<file path="src/rtl/seq_divider.sv">
// seq_divider - sequential radix-2 restoring divider.
//
// Produces one quotient bit per clock with a single trial subtract. The
// result has C truncating-division semantics: the quotient rounds toward
// zero and the remainder takes the sign of the dividend. This is the
// inverse companion to the sequential signed multiplier and is driven by
// the same start/done controller.
//
// Build option:
//   DIV_SIGNED_EN  defined   -> operands and results are two's complement
//                  undefined -> operands and results are unsigned
//
// Ports:
//   clk          system clock, all state changes on the rising edge
//   reset        synchronous, active-high reset
//   start        operation request, only looked at in IDLE
//   dividend     dividend, captured at the accept edge
//   divisor      divisor, captured at the accept edge
//   busy         high in CALC and FIX
//   done         one-cycle pulse while quotient/remainder are valid
//   quotient     result quotient, held until the next accepted start
//   remainder    result remainder, held until the next accepted start
//   div_by_zero  set with done when divisor was zero, held with results
//
// state | meaning
// ------+--------------------------------------------------------------
// IDLE  | waiting for start; results from the last operation are held
// CALC  | one restoring step per cycle, dw cycles in total
// FIX   | apply the result signs to the magnitude quotient/remainder
// DONE  | done pulse for one cycle, then back to IDLE
module seq_divider #(
  parameter int dw = 8
) (
  input  logic          clk,
  input  logic          reset,
  input  logic          start,
  input  logic [dw-1:0] dividend,
  input  logic [dw-1:0] divisor,
  output logic          busy,
  output logic          done,
  output logic [dw-1:0] quotient,
  output logic [dw-1:0] remainder,
  output logic          div_by_zero
);

  localparam int CW = $clog2(dw);

  typedef enum logic [1:0] {
    ST_IDLE = 2'd0,
    ST_CALC = 2'd1,
    ST_FIX  = 2'd2,
    ST_DONE = 2'd3
  } state_t;

  state_t        state_q, state_d;
  logic [CW-1:0] cnt_q, cnt_d;
  // The partial remainder is always below the divisor magnitude, so dw bits
  // hold it; only the trial difference needs the extra sign bit.
  logic [dw-1:0] prem_q, prem_d;
  // Starts as the dividend magnitude; its MSB is shifted into the partial
  // remainder while quotient bits enter at the bottom.
  logic [dw-1:0] quo_q, quo_d;
  logic [dw-1:0] dvs_q, dvs_d;
  logic          neg_quo_q, neg_quo_d;
  logic          neg_rem_q, neg_rem_d;
  logic          busy_q, busy_d;
  logic          done_q, done_d;
  logic [dw-1:0] quotient_q, quotient_d;
  logic [dw-1:0] remainder_q, remainder_d;
  logic          dbz_q, dbz_d;

  logic          dividend_neg;
  logic          divisor_neg;
  logic [dw-1:0] dividend_mag;
  logic [dw-1:0] divisor_mag;
  logic [dw:0]   shifted;
  logic [dw:0]   trial;

  always_comb begin
`ifdef DIV_SIGNED_EN
    dividend_neg = dividend[dw-1];
    divisor_neg  = divisor[dw-1];
`else
    dividend_neg = 1'b0;
    divisor_neg  = 1'b0;
`endif
    // Negating the most negative value gives 2^(dw-1), which is still the
    // correct magnitude when read as unsigned.
    dividend_mag = dividend_neg ? (~dividend + 1'b1) : dividend;
    divisor_mag  = divisor_neg  ? (~divisor  + 1'b1) : divisor;

    shifted = {prem_q, quo_q[dw-1]};
    trial   = shifted - {1'b0, dvs_q};

    state_d     = state_q;
    cnt_d       = cnt_q;
    prem_d      = prem_q;
    quo_d       = quo_q;
    dvs_d       = dvs_q;
    neg_quo_d   = neg_quo_q;
    neg_rem_d   = neg_rem_q;
    quotient_d  = quotient_q;
    remainder_d = remainder_q;
    dbz_d       = dbz_q;

    case (state_q)
      ST_IDLE: begin
        if (start) begin
          neg_quo_d = dividend_neg ^ divisor_neg;
          neg_rem_d = dividend_neg;
          dbz_d     = 1'b0;
          if (divisor == '0) begin
            state_d     = ST_DONE;
            quotient_d  = '1;
            remainder_d = dividend;
            dbz_d       = 1'b1;
          end else begin
            state_d = ST_CALC;
            cnt_d   = CW'(dw - 1);
            prem_d  = '0;
            quo_d   = dividend_mag;
            dvs_d   = divisor_mag;
          end
        end
      end
      ST_CALC: begin
        // A set trial MSB means the subtract went negative: keep the
        // shifted remainder (restore) and emit a 0 quotient bit.
        prem_d = trial[dw] ? shifted[dw-1:0] : trial[dw-1:0];
        quo_d  = {quo_q[dw-2:0], ~trial[dw]};
        if (cnt_q == '0) begin
          state_d = ST_FIX;
        end else begin
          cnt_d = cnt_q - 1'b1;
        end
      end
      ST_FIX: begin
        quotient_d  = neg_quo_q ? (~quo_q + 1'b1) : quo_q;
        remainder_d = neg_rem_q ? (~prem_q + 1'b1) : prem_q;
        state_d     = ST_DONE;
      end
      ST_DONE: begin
        state_d = ST_IDLE;
      end
      default: begin
        state_d = ST_IDLE;
      end
    endcase

    busy_d = (state_d == ST_CALC) || (state_d == ST_FIX);
    done_d = (state_d == ST_DONE);
  end

  always_ff @(posedge clk) begin
    if (reset) begin
      state_q     <= ST_IDLE;
      cnt_q       <= '0;
      prem_q      <= '0;
      quo_q       <= '0;
      dvs_q       <= '0;
      neg_quo_q   <= 1'b0;
      neg_rem_q   <= 1'b0;
      busy_q      <= 1'b0;
      done_q      <= 1'b0;
      quotient_q  <= '0;
      remainder_q <= '0;
      dbz_q       <= 1'b0;
    end else begin
      state_q     <= state_d;
      cnt_q       <= cnt_d;
      prem_q      <= prem_d;
      quo_q       <= quo_d;
      dvs_q       <= dvs_d;
      neg_quo_q   <= neg_quo_d;
      neg_rem_q   <= neg_rem_d;
      busy_q      <= busy_d;
      done_q      <= done_d;
      quotient_q  <= quotient_d;
      remainder_q <= remainder_d;
      dbz_q       <= dbz_d;
    end
  end

  assign busy        = busy_q;
  assign done        = done_q;
  assign quotient    = quotient_q;
  assign remainder   = remainder_q;
  assign div_by_zero = dbz_q;

endmodule

</file>
<file path="config.mk">
export PLATFORM = sky130hd
export DESIGN_NAME = seq_divider
export DESIGN_NICKNAME = d
export VERILOG_FILES = /design/src/rtl/seq_divider.sv
export SDC_FILE = /design/constraint.sdc
export NUM_CORES = 1
export LEC_CHECK = 0
export ABC_AREA = 1
export CORE_ASPECT_RATIO = 1.5
export CORE_UTILIZATION = 58
export CTS_CLUSTER_SIZE = 20
export DETAILED_ROUTE_END_ITERATION = 7
export PLACE_DENSITY = 0.95
export SETUP_SLACK_MARGIN = 0.3
export SYNTH_ARGS = -nofsm -noshare
export SYNTH_HDL_FRONTEND = slang
export SYNTH_SLANG_ARGS = --single-unit
</file>
<file path="constraint.sdc">
create_clock -name clk -period 2.8 [get_ports clk]
set_input_delay 0.28 -clock clk [delete_from_list [all_inputs] [get_ports clk]]
set_output_delay 0.28 -clock clk [all_outputs]
set_load 0.005 [all_outputs]
</file>
---- After elaboration in Yosys (flattened, before gate mapping) ----
Cells that the tools add are included.
Widths: inputs -> output; s select.
storage, ports and cells
  output and inout port bits .............. 19
  bits in latches ......................... 0
  ROM bits ................................ 0
  bits of input ports ..................... 19
  flip-flop bits (word level) ............. 48
  RAM bits ................................ 0
  memories kept ........................... 0
cells by class
  $add $sub $neg .......................... 2
  multiplexer cells ....................... 22
  $mul .................................... 0
  equality and inequality tests ........... 10
  bitwise operators ....................... 2
  divide/modulo/power cells ............... 0
  magnitude comparators ................... 0
  reduce and logical (&&, ||, !) cells .... 11
  shifts and indexed selects .............. 0
operator list
  cell                 number
  $mux 8               9
  $pmux 8 s2           4
  $mux 3               3
  $reduce_and 3->1     3
  $sub 9x8->9          1
  $eq 2x2->1 const B   4
  $logic_not 8->1      1
  $ne 2x2->1 const B   4
  $pmux 2 s4           1
  $mux 2               3
  $pmux 3 s2           1
  $eq 2x1->1 const B   2
  $reduce_and 4->1     1
  $reduce_bool 2->1    2
  $logic_not 3->1      1
  $sub 3x1->3 const B  1
  $logic_not 2->1      1
  $not 1->1            2
  $reduce_and 2->1     1
  $logic_or 1x1->1     1
  $mux 1               1

---- Logic depth before layout (Yosys ltp) ----
Gate-level depths: netlist of run 1.
  depth in word-level cells ............... 6
  depth in mapped cells ................... 14

---- Worst setup path after synthesis of run 1 ----
OpenSTA, ideal clock, no wires.
  kind .................................... flip-flop to flip-flop
  from .................................... reg quo_q[7]
  to ...................................... reg prem_q[5]
  data arrival time ....................... 1.787 ns
  path slack .............................. 0.942 ns
  period minus slack after synthesis ...... 1.858 ns
  required time ........................... 2.730 ns
  setup time .............................. 0.070 ns
  buffers on the path ..................... 0
  cell stages (with the launch flop) ...... 15
  cells stage by stage .................... dfxtp_1 inv_1 ha_1 fa_1 inv_1 nand2_1 nand2_1 nand3_2 nand2_1 nand2_2 nand2_4 nand2_2 nand2_1 nand2_1 a21oi_1
between the ends
  cells in the longest elaborated chain, start to end .. 3
RTL lines
  item                    line  text
  from (decl)             62    logic [dw-1:0] quo_q, quo_d;
  from (signal assigned)  172   quo_q <= quo_d;
  $sub 9x8->9             93    trial = shifted - {1'b0, dvs_q};
  $mux 8                  129   prem_d = trial[dw] ? shifted[dw-1:0] : trial[dw-1:0];
  $pmux 8 s2              106   case (state_q)
  to (signal assigned)    171   prem_q <= prem_d;
  to (decl)               59    logic [dw-1:0] prem_q, prem_d;
Every way passes these cells.
A chain may end at the register's enable or synchronous reset.

---- Worst setup path in the final report of run 1 ----
  from .................................... reg quo_q[7]
  to ...................................... reg prem_q[3]
Same word-level chain as after synthesis.

==> results by group, run 1 <==
Drt
  – Number of nets still failing antenna checks after routing: 0
  – Routed WL: between 6000 and 7000 µm
  – Detailed-router iteration count before antenna repair: 5
  – Number of design rule violations left after detail routing: 0
  – Vias post-DR: about 2.4k
  – Mean number of vias per cell: ~5.7
  – Violation count after the first detailed-routing iteration: 121
  – Routed wire length per instance: ~14 µm

Synth
  – Syn_area_per_cell: a little over 7 µm²
  – Dominant register cell in the synthesized netlist: sky130_fd_sc_hd__dfxtp_1
  – Total of flip-flops plus latches after synthesis: 48
  – Biggest area contributors in the synthesized netlist: sky130_fd_sc_hd__dfxtp_1 38%, sky130_fd_sc_hd__nand2_1 14%, sky130_fd_sc_hd__inv_1 7.2%, sky130_fd_sc_hd__ha_1 5.5%, sky130_fd_sc_hd__a21oi_1 4.0%
  – Cells after Synth: 345
  – Most common cell in the synthesized netlist: sky130_fd_sc_hd__nand2_1
  – Total standard cell area after synthesis: roughly 2500 µm²
  – Proportion of synthesized flip-flops having asynchronous set or reset: 0%
  – Share of the yosys chip area belonging to registers: 38.3%
  – Count of different cell masters after synthesis: 33
  – Total nets after synthesis: about 380
  – Number of warning messages in the yosys log: 0
  – Largest area contributor in the synthesized netlist: sky130_fd_sc_hd__dfxtp_1
  – Number of enable flip-flop cells after synthesis: 0
  – Most numerous cell types in the synthesized netlist: 91 x sky130_fd_sc_hd__nand2_1, 48 x sky130_fd_sc_hd__dfxtp_1, 48 x sky130_fd_sc_hd__inv_1
  – Portion of synthesized cell area occupied by the leading cell type: 38.3%

Finish
  – Layout-stage area growth over the synthesis result: 18.8%
  – Count of non-filler cells in the finished layout: 425
  – Layout cell share with drive strength beyond 1: between 10% and 20%
  – Final layout net count: between 400 and 500
  – Antenna cell count: 0

Floorplan
  – Die extent in y: roughly 83 µm
  – Die footprint: roughly 4600 µm²
  – Number of rows created at floorplan: 28
  – Num ports: 38
  – Placeable core region: between 4000 and 5000 µm²
  – Initial Utilization: just over 60%
  – Width of the die: 55.7 µm

Power and ir drop
  – Sequential power share: between 30% and 40%
  – Worst supply voltage drop on vdd: about 0.00057 V
  – Logic gate share of total power: between 40% and 50%
  – Cell-internal power: between 1 and 1.5 mW
  – Leakage Power: around 1.3 nW
  – Switching part of the total power: ~41%
  – Proportion of power drawn by the clock network: 19.3%
  – Final Power: 2.29 mW
  – Net load switching power: around 930 µW
  – Pwr Density: 768 nW/µm²

Timing
  – Pins over their slew limit: 0
  – Skew final: roughly 4.6 ps
  – Setup repair after global routing missed its margin: false
  – Worst hold slack: around 470 ps
  – Crit share post-route: 78.2%
  – Transition time at the pin with the least slew margin: just over 800 ps
  – Max-slew headroom at the worst pin: 46.2%
  – # setup viols final: 0
  – Final min period: around 2200 ps
  – TNS Setup: 0 ps
  – Least setup slack across all paths after layout: approximately 610 ps
  – Number of hold violations in the final report: 0
  – Maximum clock rate: between 400 and 500 MHz

CTS
  – Number of clock sinks: between 40 and 50
  – Max Buffers Root-to-Sink: 2
  – Cell at the root of the clock tree: sky130_fd_sc_hd__clkbuf_8
  – CTS Buf Count: 5
  – Buffer count from post-CTS setup fixing: 0
  – Htree depth: 2
  – CTS tree: yes
  – Clock latency on the worst-skew pair: between 300 and 400 ps
  – Count of cells resized by post-cts repair: 0
  – Number of hold buffers added after CTS: 0
  – Clk pin slew, worst setup/hold paths: roughly 90 ps

Placement
  – Number of instances in the placed design: 417
  – Worst slack at placement: 664 ps
  – Number of buffers inserted by port buffering: 37
  – Placer Congestion: 0.907
  – Dpl hpwl: approximately 4500 µm

Global routing
  – First-pass GRT wire length: roughly 10000 µm
  – Initial antenna violation count: 0
  – Total routing resource utilization after global routing: roughly 28%
  – Pin count of the biggest net entering global routing: 30
  – Via count of the first global-routing pass: ~2.3k
  – Global route total overflow: 0

Setup path
  – Kind of start point of the critical path: flip-flop
  – Top delay family on crit path: simple AND/OR/NAND/NOR gates
  – Standard cell with the maximum stage delay on the critical path: sky130_fd_sc_hd__fa_1
  – Maximum single-stage delay on the critical path: a little over 400 ps
  – CP most frequent cell: sky130_fd_sc_hd__nand2_1
  – Worst setup path category: flip-flop to flip-flop
  – Sum of buffers and inverters on the critical path: 2
  – Arrival time of the worst setup path: 2430 ps
  – Worst-path maximum fanout: 9
  – Required time reported for the critical path endpoint: about 3000 ps
  – Capturing element type of the critical path: flip-flop
  – Series of cell instances along the critical path: inv_1 -> ha_1 -> fa_1 -> inv_1 -> nand2_1 -> nand2_1 -> nand3_2 -> nand2_1 -> nand2_2 -> nand2_4 -> nand2_1 -> nand2_1 -> nand2_1 -> a21oi_1

Min path
  – Tightest Hold Check Type: flip-flop to flip-flop

Flow run
  – Count of max-cap constraint violations: 0

Run status
  – Outcome: complete, no violations
## cell families (layout without fill, tap and decap cells)
logic type	count (synthesis)	after routing	synth area share [%]
buf+inv	64	99	10.3
simple gates	156	156	28.9
compound gates	62	62	15.1
flops	48	48	38.3
fa+ha+maj	12	12	6.28
xor+xnor	3	3	1.05
## power groups by stage
stage,clock (mW),combinational [mW],sequential [mW]
global route,0.462,1.10,0.882
finish,0.443,0.980,0.869
floorplan,0,0.727,0.862
detailed placement,0,0.960,0.879
global placement,0,0.916,0.877
CTS,0.441,0.969,0.866
## sequential cells by signal, summed over array words and instances (netlist names)
| register | count |
|---|---|
| busy | 1 |
| quotient | 8 |
| state_q | 2 |
| quo_q | 8 |
| dvs_q | 8 |
| prem_q | 8 |
| remainder | 8 |
| div_by_zero | 1 |
| cnt_q | 3 |
| done | 1 |
## layer usage
layer	up-vias	share of wire [%]	track usage (%)
met5	-	0	0
met4	0	4.1	16.0
met3	26	6.8	4.98
met2	115	52	52.7
met1	1082	38	30.2
li1	1179	-	-
## cell usage in the layout (no fill, tap or decap), drive strengths merged, types with 2 or more instances in the layout
cell           count
inv               53
dfxtp             48
clkinvlp           2
o21ai             19
clkdlybuf4s50     37
nand2            103
nand3             20
xor2               2
o221ai             8
or2                2
nor3               3
nand4              2
a21oi             21
a31oi             14
nor2              24
clkbuf             6
ha                11
## final timing paths
| check | start | end | slack, ps | depth (start not counted) |
|---|---|---|---|---|
| max | quo_q[7]$_SDFFE_PP0P_ | prem_q[3]$_SDFFE_PP0P_ | 610 | 14 |
| min | dvs_q[2]$_SDFFE_PP0P_ | dvs_q[2]$_SDFFE_PP0P_ | 470 | 2 |
| max reg2reg | quo_q[7]$_SDFFE_PP0P_ | prem_q[3]$_SDFFE_PP0P_ | 610 | 14 |
| min reg2reg | dvs_q[2]$_SDFFE_PP0P_ | dvs_q[2]$_SDFFE_PP0P_ | 470 | 2 |
## worst reg2reg max path, cell delays in order, from the launching register on
cell and delay [ps]:
sky130_fd_sc_hd__dfxtp_1 380, sky130_fd_sc_hd__inv_1 80, sky130_fd_sc_hd__ha_1 230, sky130_fd_sc_hd__fa_1 410, sky130_fd_sc_hd__inv_1 80, sky130_fd_sc_hd__nand2_1 50
sky130_fd_sc_hd__nand2_1 110, sky130_fd_sc_hd__nand3_2 90, sky130_fd_sc_hd__nand2_1 90, sky130_fd_sc_hd__nand2_2 120, sky130_fd_sc_hd__nand2_4 140, sky130_fd_sc_hd__nand2_1 70
sky130_fd_sc_hd__nand2_1 70, sky130_fd_sc_hd__nand2_1 50, sky130_fd_sc_hd__a21oi_1 150
## area by class of cell
class / instances / area, µm²
multi-input cells: 233 / 1290
repair buffers: 38 / 378
flip-flops and latches: 48 / 961
well taps: 45 / 56.3
fillers: 292 / 1050
clock buffers: 6 / 82.6
clock inverters: 2 / 15.0
inverters: 53 / 199
## metrics by stage
step	cell area [µm²]	utilization, %
3_5_place_dp	2890	71.6
2_1_floorplan	2510	-
4_1_cts	2980	74.0
6_report	2980	74.0
3_3_place_gp	2890	71.6
5_1_grt	2980	74.0
Note: power is estimated with default switching activity, not from simulation.
==> run 2, diff against run 1 <==
CORE_UTILIZATION = 48   (was 58)
PLACE_DENSITY = 0.86   (was 0.95)
clock period = 1.83 ns   (was 2.8 ns; I/O delays follow)
==> results by group, run 2 (synthesis gave the netlist of run 1 again) <==
Finish
  – Final layout net count: 434 (+5.9%)
  – Layout-stage area growth over the synthesis result: 33.0%
  – Leading cell type in the layout, fill and taps excluded: sky130_fd_sc_hd__nand2_1
  – Antenna cell count: 0 (unchanged)
  – Count of non-filler cells in the finished layout: 470 (+11%)
  – Layout cell share with drive strength beyond 1: 21.5% (+11 points)
  – Leading cell types in the layout, fill and taps excluded: 85 x sky130_fd_sc_hd__nand2_1, 45 x sky130_fd_sc_hd__inv_1, 45 x sky130_fd_sc_hd__dfxtp_1

Drt
  – Violation count after the first detailed-routing iteration: 249 (+110%)
  – Routed WL: 7030 µm (+15%)
  – Number of nets still failing antenna checks after routing: 0 (unchanged)
  – Mean number of vias per cell: 5.59 (-1.0%)
  – Number of design rule violations left after detail routing: 0 (unchanged)
  – Routed wire length per instance: 15.0 µm (+3.7%)
  – Vias post-DR: 2629 (+9.5%)
  – Detailed-router iteration count before antenna repair: 5 (unchanged)

Floorplan
  – Num ports: 38 (unchanged)
  – Die extent in y: 90.6 µm (+9.7%)
  – Initial Utilization: 51.0% (-11 points)
  – Number of rows created at floorplan: 31 (+11%)
  – Die footprint: 5530 µm² (+20%)
  – Width of the die: 61.1 µm (+9.6%)
  – Placeable core region: 4930 µm² (+22%)

Flow run
  – Count of max-cap constraint violations: 0 (unchanged)

Setup path
  – Worst-path maximum fanout: 5 (-4)
  – Kind of start point of the critical path: flip-flop
  – Required time reported for the critical path endpoint: 2060 ps (-980 ps)
  – Worst setup path category: flip-flop to flip-flop
  – Capturing element type of the critical path: flip-flop
  – Worst reg2reg path depth: 14 (unchanged)
  – Arrival time of the worst setup path: 2160 ps (-270 ps)

Timing
  – Final min period: 1930 ps (-261 ps)
  – # setup viols final: 8 (+8)
  – TNS Setup: -446 ps (-446 ps)
  – Max-slew headroom at the worst pin: 80.2% (+34 points)
  – Pins over their slew limit: 0 (unchanged)
  – Number of hold violations in the final report: 0 (unchanged)
  – Setup repair after global routing missed its margin: true
  – Skew final: 13.3 ps (+8.75 ps)
  – Crit share post-route: 105% (+27 points)
  – Maximum clock rate: 519 MHz (+14%)
  – Least setup slack across all paths after layout: -97.4 ps (-709 ps)
  – Transition time at the pin with the least slew margin: 296 ps (-510 ps)

Run status
  – Violations in the final reports: setup timing
  – Outcome: complete, but fails checks

CTS
  – Max Buffers Root-to-Sink: 2 (unchanged)
  – CTS tree: yes
  – Cell at the root of the clock tree: sky130_fd_sc_hd__clkbuf_8
  – Number of hold buffers added after CTS: 0 (unchanged)
  – CTS Buf Count: 5 (unchanged)
  – Clk pin slew, worst setup/hold paths: 80 ps (about the same)
  – Number of clock sinks: 48 (unchanged)
  – Htree depth: 2 (unchanged)
  – Clock latency on the worst-skew pair: 310 ps (about the same)

Placement
  – Number of instances in the placed design: 453 (+8.6%)
  – Placer Congestion: 0.873 (-3.8%)
  – Number of buffers inserted by port buffering: 37 (unchanged)
  – Dpl hpwl: 4740 µm (+6.4%)

Power and ir drop
  – Worst supply voltage drop on vdd: 0.000675 V (+17%)
  – Final Power: 4.08 mW (+78%)
  – Pwr Density: 1220 nW/µm² (+59%)
  – Leakage Power: 1.50 nW (+12%)

Global routing
  – Initial antenna violation count: 0 (unchanged)
  – Via count of the first global-routing pass: 2441 (+4.2%)
  – Total routing resource utilization after global routing: 26.0% (-2.3 points)
  – First-pass GRT wire length: 10900 µm (+7.3%)
  – Global route total overflow: 0 (unchanged)
  – Pin count of the biggest net entering global routing: 23 (-23%)

Min path
  – Tightest Hold Check Type: input port to flip-flop
  – Instance count along the most critical hold path: 3 (+1)
run 2: worst paths after layout:
path / startpoint / to / slack (ps)
max: quo_q[7]$_SDFFE_PP0P_ / prem_q[5]$_SDFFE_PP0P_ / -100
min: divisor[5] / dvs_q[5]$_SDFFE_PP0P_ / 430
max reg2reg: quo_q[7]$_SDFFE_PP0P_ / prem_q[5]$_SDFFE_PP0P_ / -100
min reg2reg: cnt_q[2]$_SDFFE_PP0P_ / cnt_q[2]$_SDFFE_PP0P_ / 480
run 2: where the power goes:
| part | internal (mW) | switching (mW) |
|---|---|---|
| clock network | 0.406 | 0.362 |
| registers | 1.21 | 0.118 |
| logic | 0.802 | 1.18 |
| total | 2.42 | 1.66 |
run 2: what timing repair did:
| action | 4_1_cts | 5_1_grt |
|---|---|---|
| buffers inserted | 3 | 3 |
| pin swaps | 4 | 10 |
| endpoints found under the setup margin | 12 | 34 |
| resized for setup | 6 | 23 |
| cloned | 3 | 0 |
run 2: critical path: stages, from the launching register on:
cell and delay, ps:
sky130_fd_sc_hd__dfxtp_2 340, sky130_fd_sc_hd__inv_2 50, sky130_fd_sc_hd__ha_4 150, sky130_fd_sc_hd__fa_2 350, sky130_fd_sc_hd__inv_2 70, sky130_fd_sc_hd__nand2_2 60, sky130_fd_sc_hd__nand2_4 80, sky130_fd_sc_hd__nand3_4 100
sky130_fd_sc_hd__nand2_4 90, sky130_fd_sc_hd__nand2_4 80, sky130_fd_sc_hd__nand2_4 110, sky130_fd_sc_hd__nand2_4 70, sky130_fd_sc_hd__nand2_2 60, sky130_fd_sc_hd__nand2_2 60, sky130_fd_sc_hd__a21oi_2 170
run 2: layer usage:
| metal | track usage [%] | wire length [µm] |
|---|---|---|
| met5 | 0 | 0 |
| met4 | 14.4 | 397 |
| met3 | 4.15 | 416 |
| met2 | 44.6 | 3570 |
| met1 | 28.9 | 2650 |
run 2: layout make-up:
cell class / count / area (µm²)
Clock inverter: 2 / 35.0
Fill cell: 379 / 1590
Multi-Input combinational cell: 236 / 1450
Inverter: 53 / 199
Timing Repair Buffer: 59 / 539
Clock buffer: 6 / 72.6
Sequential cell: 48 / 965
Tap cell: 66 / 82.6
run 2: stage by stage:
step	area, µm²	worst slack [ps]	util (%)	hold slack [ps]
floorplan	2530	54.6	-	318
global placement	3040	6.93	61.8	450
detailed placement	3040	-76.6	61.8	469
CTS	3230	22.8	65.6	437
global route	3340	-188	67.8	466
finish	3340	-97.4	67.8	435
==> RTL change 1 (settings of run 1) <==
Add an input register stage for `start`, with the module's reset; this delays it by one clock. The other inputs are not delayed to match.
--- a/src/rtl/seq_divider.sv
+++ b/src/rtl/seq_divider.sv
@@ -53,4 +53,14 @@
   } state_t;
 
+  logic start_q;
+
+  always_ff @(posedge clk) begin
+    if (reset) begin
+      start_q <= '0;
+    end else begin
+      start_q <= start;
+    end
+  end
+
   state_t        state_q, state_d;
   logic [CW-1:0] cnt_q, cnt_d;
@@ -106,5 +116,5 @@
     case (state_q)
       ST_IDLE: begin
-        if (start) begin
+        if (start_q) begin
           neg_quo_d = dividend_neg ^ divisor_neg;
           neg_rem_d = dividend_neg;
Function: changed (Yosys sat finds a counterexample within 4 cycles, from zero or initial values and one cycle with reset high).
==> RTL change 1 against run 1 <==
  * Routed wire length is 4.7% lower
  * Cell count is 0.94% higher
  * Design area shrank 1.2%
  * Hold slack improved by 0.0078 ns
  * Sequential cell count is 1 higher
  * Sequential share of layout area increased by 1.1 points
  * Non-clock buffer count rose by 1
  * Area after synthesis down 1.9%
  * Setup slack worse by 0.013 ns
  * Synthesized cell count rose by 0.87%
  * Power decreased by 4.8%
  * Critical path type unchanged
  * Critical endpoint is now prem_q[7]
  * Highest routed layer unchanged
==> RTL change 1: results <==
group,metric,value,unit
min_path,hold_class,"flop to flop",
global_route,grt_max_degree,33,
outcome,outcome,"complete, no violations",
clock_network,cts_setup_buffers,0,
synth,ys_types,28,
global_route,grt_use_total,27.4,%
layout,fillers,313,
clock_network,h-tree-depth,2,
place,pre_cts_ws,0.533,ns
clock_network,clk_root_buffer_cell,"clkbuf_8",
synth,async_flop_share,0,%
route,dr.pass1.iters,4,
place,io_buffer_count,37,
synth,ys_warn_count,0,
route,num_vias,2422,
place,dpl_cell_area,2850,um2
pwr,irDropWorstVdd,0.000578,V
synth,synth.cells.most_frequent,"87 x nand2_1, 54 x inv_1, 49 x dfxtp_1, 23 x nand3_1, 23 x nor2_1",
timing,skew,0.0108,ns
place,gp_congestion,0.904,
synth,ys.flop_type,"dfxtp_1",
global_route,grt_pass1_vias,2305,
place,dp_hpwl,4130,um
layout,final_nets,414,
critical_path,arrival,2.44,ns
clock_network,cts_buffer_depth,2,
clock_network,path_clk_slew,0.09,ns
route,wl,5840,um
layout,diodes,0,
place,place_inst,421,
clock_network,worstSkewPairLatency,0.31,ns
synth,ys_seq_area_share,39.8,%
critical_path,crit_fanout,9,
synth,synthTopCellsByArea,"dfxtp_1 40%, nand2_1 13%, inv_1 8.2%, ha_1 5.6%, nand3_1 4.7%",
global_route,grt_first_pass_wirelength,9770,um
route,viasPerCell,5.65,
route,dr.first_iter.drc_count,115,
timing,tightest_slew,0.891,ns
global_route,antenna_found_initial,0,
synth,synth_fp_nets,379,
synth,netlist_instances,348,
clock_network,numCtsBuffers,5,
clock_network,cts_resized,0,
pwr,p_leak,1.37,nW
layout,drive_gt1_share,5.99,%
[RTL change 1: cell types whose count changed after synthesis, sizes merged, moves of 2 or more]
cell    delta
a31oi      -2
inv        +5
nand2     -13
nand3      +4
nand3b     +3
nor2       +3
o21ai      +3
[RTL change 1: through the flow]
stage | power, W | utilization, %
floorplan | 0.00150 | -
global placement | 0.00168 | 71.4
detailed placement | 0.00172 | 71.4
CTS | 0.00217 | 73.8
global route | 0.00233 | 73.8
finish | 0.00218 | 73.8
[RTL change 1: final cells by class]
type | instances | area (um2) | area share [%]
flip-flops and latches | 49 | 981 | 33.3
clock inverters | 2 | 13.8 | 0.467
inverters | 58 | 218 | 7.39
clock buffers | 6 | 82.6 | 2.80
repair buffers | 39 | 385 | 13.1
multi-input cells | 230 | 1210 | 41.1
well taps | 45 | 56.3 | 1.91
[RTL change 1: power breakdown]
part / switching [W] / internal (W) / leakage (nW)
Combinational: 0.000543 / 0.000337 / 0.917
Sequential: 0.0000686 / 0.000793 / 0.401
Clock: 0.000239 / 0.000201 / 0.0512
[RTL change 1: cell families (layout without fill, tap and decap cells)]
family | Yosys count | after routing | synth area share (%)
XOR/XNOR | 3 | 3 | 1.07
flip-flops | 49 | 49 | 39.8
adder cells (fa/ha/maj) | 12 | 12 | 6.40
AND/OR/NAND/NOR | 152 | 152 | 27.0
buffers and inverters | 69 | 105 | 11.1
AO/OA/AOI/OAI | 63 | 63 | 14.6
[RTL change 1: worst paths after layout]
| check | slack (ns) | from | depth (start not counted) | end |
|---|---|---|---|---|
| max | 0.60 | quo_q[7] | 14 | prem_q[7] |
| min reg2reg | 0.48 | cnt_q[2] | 2 | cnt_q[2] |
| max reg2reg | 0.60 | quo_q[7] | 14 | prem_q[7] |
| min | 0.48 | cnt_q[2] | 2 | cnt_q[2] |
[RTL change 1: worst max-delay path: stages, from the launching register on]
cell,delay (ns)
dfxtp_1,0.36
inv_1,0.07
ha_1,0.23
fa_1,0.40
inv_1,0.07
nand2_1,0.04
nand2_1,0.09
nand3_1,0.10
nand2_1,0.11
nand2_2,0.13
nand2_4,0.14
nand2_1,0.11
nand2_1,0.10
nand2_1,0.07
a21oi_1,0.11
[RTL change 1: metal layers]
metal / global-route usage (%) / up-vias / part of all wire [%]
met1: 28.7 / 1105 / 40
met4: 14.0 / 0 / 3.3
met3: 5.83 / 17 / 5.5
li1: - / 1192 / -
met2: 51.4 / 108 / 52
met5: 0 / - / 0
==> RTL change 2 (config.mk and constraints of run 1) <==
Made on the original files. Change the parameter `dw` from 8 to 16.
--- a/src/rtl/seq_divider.sv
+++ b/src/rtl/seq_divider.sv
@@ -30,5 +30,5 @@
 // DONE  | done pulse for one cycle, then back to IDLE
 module seq_divider #(
-  parameter int dw = 8
+  parameter int dw = 16
 ) (
   input  logic          clk,
Ports: changed (resized dividend, divisor, quotient and remainder); port bits go from 38 to 70. The function was not compared with the original's and may differ.
==> RTL change 2 against run 1 <==
  * First-iteration DRC count increased to 3.8 times the old value
  * Design area grew 100%
  * Sequential share of layout area decreased by 3.0 points
  * Setup slack worse by 0.21 ns
  * Power is 110% higher
  * Critical path depth is 1 higher
  * Area after synthesis is 100% higher
  * Sequential cell count increased by 41
  * Sequential power up 81%
  * Routed wire length rose by 130%
  * Critical path type unchanged
  * Highest routed layer unchanged
==> RTL change 2: results <==
group,metric,value,unit
clock_network,clk_root_buffer_cell,"clkbuf_16",
route,dr.pass1.iters,6,
global_route,grt_first_pass_wirelength,22300,um
layout,final_nets,805,
clock_network,path_clk_slew,0.06,ns
critical_path,crit_fanout,17,
clock_network,cts_buffer_depth,2,
pwr,p_leak,2.80,nW
synth,synthTopCellsByArea,"dfxtp_1 35%, nand2_1 14%, inv_1 6.5%, ha_1 4.5%, o21ai_0 4.1%",
critical_path,worstReg2RegStart,"quo_q[15]",
global_route,grt_max_degree,40,
synth,synth-edff-count,0,
critical_path,arrival,2.67,ns
synth,synth_fp_nets,742,
timing,skew,0.00898,ns
synth,async_flop_share,0,%
timing,hold_ws,0.470,ns
critical_path,r2r-end,"prem_q[13]",
layout,fillers,617,
global_route,grt_pass1_vias,4792,
layout,drive_gt1_share,12.1,%
route,wl,14400,um
route,dr.first_iter.drc_count,462,
global_route,grt_use_total,32.0,%
min_path,hold_path_startpoint,"cnt_q[2]",
clock_network,numCtsBuffers,9,
clock_network,worstSkewPairLatency,0.35,ns
synth,ys_types,41,
pwr,irDropWorstVdd,0.000580,V
synth,synth_compound_area_share,17.9,%
critical_path,reg2reg_depth,15,
synth,synth.cells.most_frequent,"185 x nand2_1, 89 x dfxtp_1, 87 x inv_1, 41 x o21ai_0, 35 x a21oi_1",
critical_path,slowest_delay,0.40,ns
place,gp_congestion,0.980,
place,dpl_cell_area,5730,um2
clock_network,h-tree-depth,3,
synth,synth_mux_area_share,0,%
synth,synth_xor_area_share,1.40,%
layout,diodes,0,
synth,ys_seq_area_share,35.5,%
clock_network,cts_resized,0,
global_route,antenna_found_initial,0,
min_path,worstHoldEndpoint,"cnt_q[2]",
critical_path,critPathCaptureType,"flop",
place,io_buffer_count,69,
outcome,outcome,"complete, no violations",
synth,synth_fa_ha_area_share,4.89,%
place,dp_hpwl,10200,um
route,viasPerCell,5.90,
critical_path,reg2reg_setup_slack,0.40,ns
timing,slew-limit-headroom,51.5,%
min_path,min_path_cells,2,
[RTL change 2: cell count changes in the layout (fill, tap and decap cells not counted), sizes merged, moves of 9 or more]
cell,delta
dfxtp,+41
nor2,+9
o21ai,+33
buf,+13
nand2,+106
inv,+42
clkdlybuf4s50,+32
a21oi,+25
a31oi,+17
nand3b,+16
[RTL change 2: what timing repair did]
action | 4_1_cts | 5_1_grt
setup endpoints to repair | 0 | 6
buffers inserted | 0 | 6
endpoints found under the hold margin | 0 | 0
[RTL change 2: how the worst max path moves through the flow]
stage / slack (ns) / cells past startpoint / to
finish: 0.40 / 15 / prem_q[13]
CTS: 0.39 / 15 / prem_q[14]
global placement: 0.49 / 15 / prem_q[14]
detailed placement: 0.42 / 11 / cnt_q[2]
floorplan: 0.79 / 15 / prem_q[7]
global route: 0.28 / 15 / prem_q[14]
[RTL change 2: routing by layer]
metal  routed length, um  share of wire [%]  track usage [%]
met2                7200                 50             56.5
met3                 996                6.9             5.59
met5                   0                  0                0
met1                5090                 35             33.5
met4                1090                7.5             25.8
[RTL change 2: stage by stage]
| stage | util (%) | worst slack, ns | cells |
|---|---|---|---|
| after floorplan | - | 0.792 | 688 |
| after global placement | 68.1 | 0.485 | 840 |
| after detailed placement | 68.1 | 0.417 | 840 |
| after CTS | 71.8 | 0.389 | 854 |
| after global routing | 72.5 | 0.280 | 861 |
| final | 72.5 | 0.403 | 861 |
[RTL change 2: kinds of logic after synthesis]
| logic type | count (synthesis) |
|---|---|
| buf+inv | 128 |
| compound gates | 146 |
| flops | 89 |
| fa+ha+maj | 19 |
| xor+xnor | 8 |
| simple gates | 298 |
[RTL change 2: area by class of cell]
class	instances	area [um2]	share of cell area [%]
repair buffers	83	808	13.2
clock inverters	2	37.5	0.615
multi-input cells	472	2710	44.5
inverters	96	360	5.91
flip-flops and latches	89	1780	29.2
well taps	107	134	2.19
clock buffers	12	267	4.37
[RTL change 2: report_power, final]
group	switching [W]	total (W)	leakage [nW]	internal (W)
clock	0.000480	0.00123	0.147	0.000754
combinational	0.00124	0.00203	1.92	0.000783
sequential	0.000133	0.00157	0.731	0.00143
[RTL change 2: worst max-delay path: cells and delay by family (launching register included)]
kind,cells,cell delay (ns)
compound gates,1,0.14
fa+ha+maj,2,0.54
buf+inv,2,0.16
flops,1,0.34
simple gates,10,1.10
